[src/rtl/alimentador_contador.sv]
// alimentador_contador: FIFO-buffered word feeder for the ones-counter (start/pronto handshake, valid/ready result register)
// Ports: clk_i, reset_ni (sync, active-low) | in_valid_i/in_data_i/in_ready_o: source stream into the FIFO
//        a_o/start_o/pronto_i/resultado_i: counter interface | res_valid_o/res_data_o/res_ready_i: result output
//        fifo_count_o: queued words | busy_o: dispatch in progress | timeout_err_o: sticky abort (DISPATCH_TIMEOUT_EN only)
// Optional feature macro: DISPATCH_TIMEOUT_EN (abort a dispatch after TIMEOUT_CYCLES WAIT cycles without pronto)
module alimentador_contador #(
  parameter int DEPTH          = 4,
  parameter int DATA_W         = 16,
  parameter int RES_W          = 5,
  parameter int TIMEOUT_CYCLES = 64
) (
  input  logic                       clk_i,
  input  logic                       reset_ni,
  input  logic                       in_valid_i,
  input  logic [DATA_W-1:0]          in_data_i,
  output logic                       in_ready_o,
  output logic [DATA_W-1:0]          a_o,
  output logic                       start_o,
  input  logic                       pronto_i,
  input  logic [RES_W-1:0]           resultado_i,
  output logic                       res_valid_o,
  output logic [RES_W-1:0]           res_data_o,
  input  logic                       res_ready_i,
  output logic [$clog2(DEPTH):0]     fifo_count_o,
`ifdef DISPATCH_TIMEOUT_EN
  output logic                       timeout_err_o,
`endif
  output logic                       busy_o
);
  localparam int AW = $clog2(DEPTH);
  localparam int CW = AW + 1;
  typedef enum logic [1:0] {IDLE, START, BLANK, WAIT} state_e;
  state_e              state_q, state_d;
  logic [DATA_W-1:0]   mem_q [DEPTH];
  logic [AW-1:0]       wr_q, rd_q;
  logic [CW-1:0]       cnt_q;
  logic [DATA_W-1:0]   a_q, a_d;
  logic                res_valid_q, res_valid_d;
  logic [RES_W-1:0]    res_data_q, res_data_d;
  logic                push, pop, capture, expire;
`ifdef DISPATCH_TIMEOUT_EN
  localparam int TW = $clog2(TIMEOUT_CYCLES + 1);
  logic [TW-1:0]       tmr_q, tmr_d;
  logic                terr_q, terr_d;
  // The counter covers WAIT cycles 0..TIMEOUT_CYCLES-1; the last of them aborts.
  assign expire = state_q == WAIT && !pronto_i && tmr_q == TW'(TIMEOUT_CYCLES - 1);
  assign timeout_err_o = terr_q;
  always_comb begin
    tmr_d = state_q == BLANK ? '0 : state_q == WAIT ? tmr_q + 1'b1 : tmr_q;
    terr_d = terr_q || expire;
  end
  always_ff @(posedge clk_i) begin
    if (!reset_ni) begin
      tmr_q <= '0;
      terr_q <= 1'b0;
    end else begin
      tmr_q <= tmr_d;
      terr_q <= terr_d;
    end
  end
`else
  assign expire = 1'b0;
`endif
  // No push-through when full: in_ready ignores a same-cycle pop.
  assign in_ready_o = cnt_q != CW'(DEPTH);
  assign push = in_valid_i && in_ready_o;
  // Dispatch only when the result register is (or is becoming) empty so a capture never overwrites.
  assign pop = state_q == IDLE && cnt_q != '0 && (!res_valid_q || res_ready_i);
  assign capture = state_q == WAIT && pronto_i;
  assign a_o = a_q;
  assign start_o = state_q == START;
  assign busy_o = state_q != IDLE;
  assign res_valid_o = res_valid_q;
  assign res_data_o = res_data_q;
  assign fifo_count_o = cnt_q;
  always_comb begin
    state_d = state_q;
    a_d = a_q;
    res_valid_d = res_valid_q;
    res_data_d = res_data_q;
    state_d = pop ? START : state_q == START ? BLANK : state_q == BLANK ? WAIT : (capture || expire) ? IDLE : state_q;
    a_d = pop ? mem_q[rd_q] : a_q;
    res_valid_d = capture || (res_valid_q && !res_ready_i);
    res_data_d = capture ? resultado_i : res_data_q;
  end
  always_ff @(posedge clk_i) begin
    if (!reset_ni) begin
      state_q <= IDLE;
      wr_q <= '0;
      rd_q <= '0;
      cnt_q <= '0;
      a_q <= '0;
      res_valid_q <= 1'b0;
      res_data_q <= '0;
    end else begin
      state_q <= state_d;
      wr_q <= push ? wr_q + 1'b1 : wr_q;
      rd_q <= pop ? rd_q + 1'b1 : rd_q;
      cnt_q <= cnt_q + CW'(push) - CW'(pop);
      a_q <= a_d;
      res_valid_q <= res_valid_d;
      res_data_q <= res_data_d;
    end
  end
  always_ff @(posedge clk_i) begin
    if (push) mem_q[wr_q] <= in_data_i;
  end
endmodule

[config.mk]
export PLATFORM = sky130hd
export DESIGN_NAME = alimentador_contador
export DESIGN_NICKNAME = d
export VERILOG_FILES = /design/src/rtl/alimentador_contador.sv
export SDC_FILE = /design/constraint.sdc
export NUM_CORES = 1
export LEC_CHECK = 0
export ABC_AREA = 1
export BUFFER_PORTS_ARGS = -buffer_cell sky130_fd_sc_hd__buf_2
export CELL_PAD_IN_SITES_DETAIL_PLACEMENT = 1
export CELL_PAD_IN_SITES_GLOBAL_PLACEMENT = 2
export CORE_MARGIN = 3
export CORE_UTILIZATION = 38
export DETAILED_ROUTE_END_ITERATION = 10
export PLACE_DENSITY = 0.84
export SYNTH_ARGS = -nofsm -noshare
export SYNTH_HDL_FRONTEND = slang
export SYNTH_SLANG_ARGS = --single-unit
export TNS_END_PERCENT = 50
[constraint.sdc]
create_clock -name clk_i -period 3.79 [get_ports clk_i]
set_input_delay 0.758 -clock clk_i [delete_from_list [all_inputs] [get_ports clk_i]]
set_output_delay 0.758 -clock clk_i [all_outputs]
set_load 0.01 [all_outputs]
==> impl_metrics.yaml <==
status:
  result_of_the_run: "completed"
worst_setup_path:
  category_of_the_worst_setup_path_capture_point: "register"
  start_kind: "register"
  worstReg2RegEnd: "fifo_count_o[2]$_SDFF_PN0_"
  worst_setup_path_startpoint: "state_q[0]$_SDFFE_PN0P_"
  worst_r2r_path_depth: 14
  critPathRequiredTime_ns: 4.09
  slowest_stage_cell_cp: "sky130_fd_sc_hd__dfxtp_1"
  setup.worst_path.class: "register to register"
  crit_chain: "inv_1 > ha_1 > inv_1 > a21oi_4 > nand2_4 > inv_1 > ha_1 > inv_1 > ha_1 > inv_1 > fa_1 > nand2_1 > nand2_1 > nor2_1"
  timing.critical_path.buf_inv: 5
  critPathMaxFanout: 36
  max_stage_delay_ns: 0.39
  setup.reg_to_reg.worst_slack_ns: 1.30
  critical-path-top-cell-by-count: "sky130_fd_sc_hd__inv_1"
  cpLargestDelayFamily: "adder cells"
  worstReg2RegStart: "state_q[0]$_SDFFE_PN0P_"
  timing.critical_path.arrival_ns: 2.79
final_layout:
  fill_cells: 1284
  most-common-layout-cells: "sky130_fd_sc_hd__nand2_1 (127), sky130_fd_sc_hd__inv_1 (100), sky130_fd_sc_hd__edfxtp_1 (64)"
  area_used_by_multi_input_combinational_logic_sq_um: 1129
  layout.core_utilization_pct: 44.61
  final_common_cell: "sky130_fd_sc_hd__nand2_1"
  num_antenna_cells: 0
  final_layout_size_suffix_gt1_share_pct: 15.28
  syn_to_final_growth_pct: 12.03
  layout.area.seq_sq_um: 2542
  final_net_count: 549
sta:
  tns_ns: 0
  finClkSkew_ns: 0.008135
  timing.final.hold_violations: 0
  maxClockFrequency_mhz: 401.2
  post-route-min-period_ns: 2.492
  final-max-slew-violation-count: 0
  worst_slew_margin_rel_pct: 33.87
  grt_setup_unrepaired: "no"
  finalCritPeriodShare_pct: 65.76
  setup_viol_count_final: 0
  tightestPinTransition_ns: 0.9907
logic_synthesis:
  synth-async-reset-ratio_pct: 0
  avgSynthCellArea_sq_um: 9.156
  synth_edf_count: 64
  synth.yosys.seq_area_share_pct: 60.49
  synth.distinct_cells: 20
  ys_ff_latch: 95
  synthesis.yosys.warnings: 0
  mappedNetlistArea_sq_um: 4203
  syn_inst: 459
  dominantRegCellSynth: "sky130_fd_sc_hd__edfxtp_1"
  synth.net_count: 496
route:
  ant_nets: 0
  route.final.wire_length_microns: 9027
  drt_pass1_iterations: 4
  drt-initial-drc-count: 84
  routed_via_density: 4.505
  route.detailed.wl_per_inst_microns: 13.82
  remaining_drc_errors: 0
  via_count: 2942
clocking:
  cts_htree_levels: 3
  worst_skew_pair.late_latency_ns: 0.36
  clk_path_buf_depth: 2
  clk_pin_slew_worst_paths_ns: 0.10
  cts_sinks: 95
  tritoncts: "yes"
  cts_repair_resize_count: 0
  postCtsSetupBuffers: 0
  ctsHoldBuffers: 0
  cts_inserted_buffers: 9
  cts-root-buf: "sky130_fd_sc_hd__clkbuf_8"
flow_run:
  maxCapViolations: 0
worst_hold_path:
  hp-class: "register to register"
  min_delay_startpoint: "res_data_o[2]$_SDFFE_PN0P_"
  worst_hold_path.num_cells: 2
  min_delay_worst_endpoint: "res_data_o[2]$_SDFFE_PN0P_"
power:
  irDropWorstVdd_mv: 0.3015
  power_leakage_uw: 0.002294
  power_density_nw_per_um2: 686.2
grt:
  grt_use_total_pct: 15.00
  via_count_of_the_first_global_routing_pass: 2970
  pin_count_of_the_biggest_net_entering_global_routing: 37
  grt_antenna_before_repair: 0
  grt_pass1_wl_microns: 14770
  grt_remaining_overflow: 0
die:
  floorplan.die.height_microns: 111.2
  std_cell_rows: 37
  starting_utilization_of_the_core_area_pct: 39.82
  placeableCoreArea_sq_um: 10560
  ioPinCount: 54
  die_area_sq_um: 12360
  die_w_microns: 111.2
placed_design:
  placement.io_buffers: 53
  dp_hpwl_microns: 5997
  place.gp.congestion: 0.7118
==> per-stage QoR <==
step                power [uW]  instance area, sq um  hold slack, ns  setup slack [ns]  instances
global placement          2626                  4536          0.4588             1.183        637
global route              3522                  4708          0.5202             1.093        653
finish                    3231                  4708          0.4923             1.298        653
floorplan                 2377                  4203          0.4742             1.602        459
CTS                       3297                  4708          0.4975             1.268        653
detailed placement        2680                  4536          0.4734             1.103        637
==> per-layer routing <==
layer | global-route usage [%] | wire [microns] | vias to the layer above
li1 | - | - | 1494
met1 | 18.64 | 4183 | 1391
met2 | 25.89 | 4413 | 46
met3 | 3.821 | 338 | 11
met4 | 4.136 | 91 | 0
met5 | 0 | 0 | -
==> synthesized netlist by cell type, types with 2 or more instances <==
master                     instances  area (sq um)
sky130_fd_sc_hd__nor2_1           53         198.9
sky130_fd_sc_hd__a21oi_1           5         25.02
sky130_fd_sc_hd__nand3_1          39         195.2
sky130_fd_sc_hd__edfxtp_1         64          1922
sky130_fd_sc_hd__buf_2             4         20.02
sky130_fd_sc_hd__inv_2             2         7.510
sky130_fd_sc_hd__nand2_1         127         476.7
sky130_fd_sc_hd__buf_4             4         30.03
sky130_fd_sc_hd__dfxtp_1          31         620.6
sky130_fd_sc_hd__inv_1           100         375.4
sky130_fd_sc_hd__buf_6             8         90.09
sky130_fd_sc_hd__ha_1             10         125.1
sky130_fd_sc_hd__o21ai_0           5         25.02
==> worst register-to-register path: cells and delay by family, from the launching register on <==
family                     cells  cell delay, ns
and+or+nand+nor                4            0.52
buffers and inverters          5            0.44
AOI/OAI and AO/OA              1            0.06
adders and majority gates      4            1.02
DFF                            1            0.39
==> where the power goes <==
part	total [uW]	internal, uW	switching [uW]
Clock	605	239	366
Combinational	1170	412	756
Sequential	1460	1300	158
==> kinds of logic after synthesis <==
family / Yosys count / share of synthesized area [%]
fa+ha+maj: 11 / 3.453
compound gates: 11 / 1.578
simple gates: 222 / 21.61
xor+xnor: 1 / 0.2084
buf+inv: 119 / 12.65
flops: 95 / 60.49
==> registers in the layout, indices dropped and copies added, names as in the netlist <==
name,flops
a_o,16
fifo_count_o,3
mem_q,64
rd_q,2
res_data_o,5
res_valid_o,1
state_q,2
wr_q,2
==> final cells by class <==
| class | instances | area share (%) |
|---|---|---|
| Clock buffer | 9 | 2.631 |
| Multi-Input combinational cell | 245 | 23.97 |
| Timing Repair Buffer | 58 | 6.431 |
| Clock inverter | 7 | 1.036 |
| Sequential cell | 95 | 54.00 |
| Inverter | 103 | 8.318 |
| Tap cell | 136 | 3.614 |
==> how the worst max path moves through the flow <==
stage,endpoint,slack (ns),cells after the start
finish,fifo_count_o[2]$_SDFF_PN0_,1.30,14
global route,fifo_count_o[2]$_SDFF_PN0_,1.09,14
CTS,fifo_count_o[2]$_SDFF_PN0_,1.27,14
detailed placement,fifo_count_o[2]$_SDFF_PN0_,1.10,13
global placement,fifo_count_o[2]$_SDFF_PN0_,1.18,13
floorplan,fifo_count_o[2]$_SDFF_PN0_,1.60,11
(Power assumes the default switching activity.)
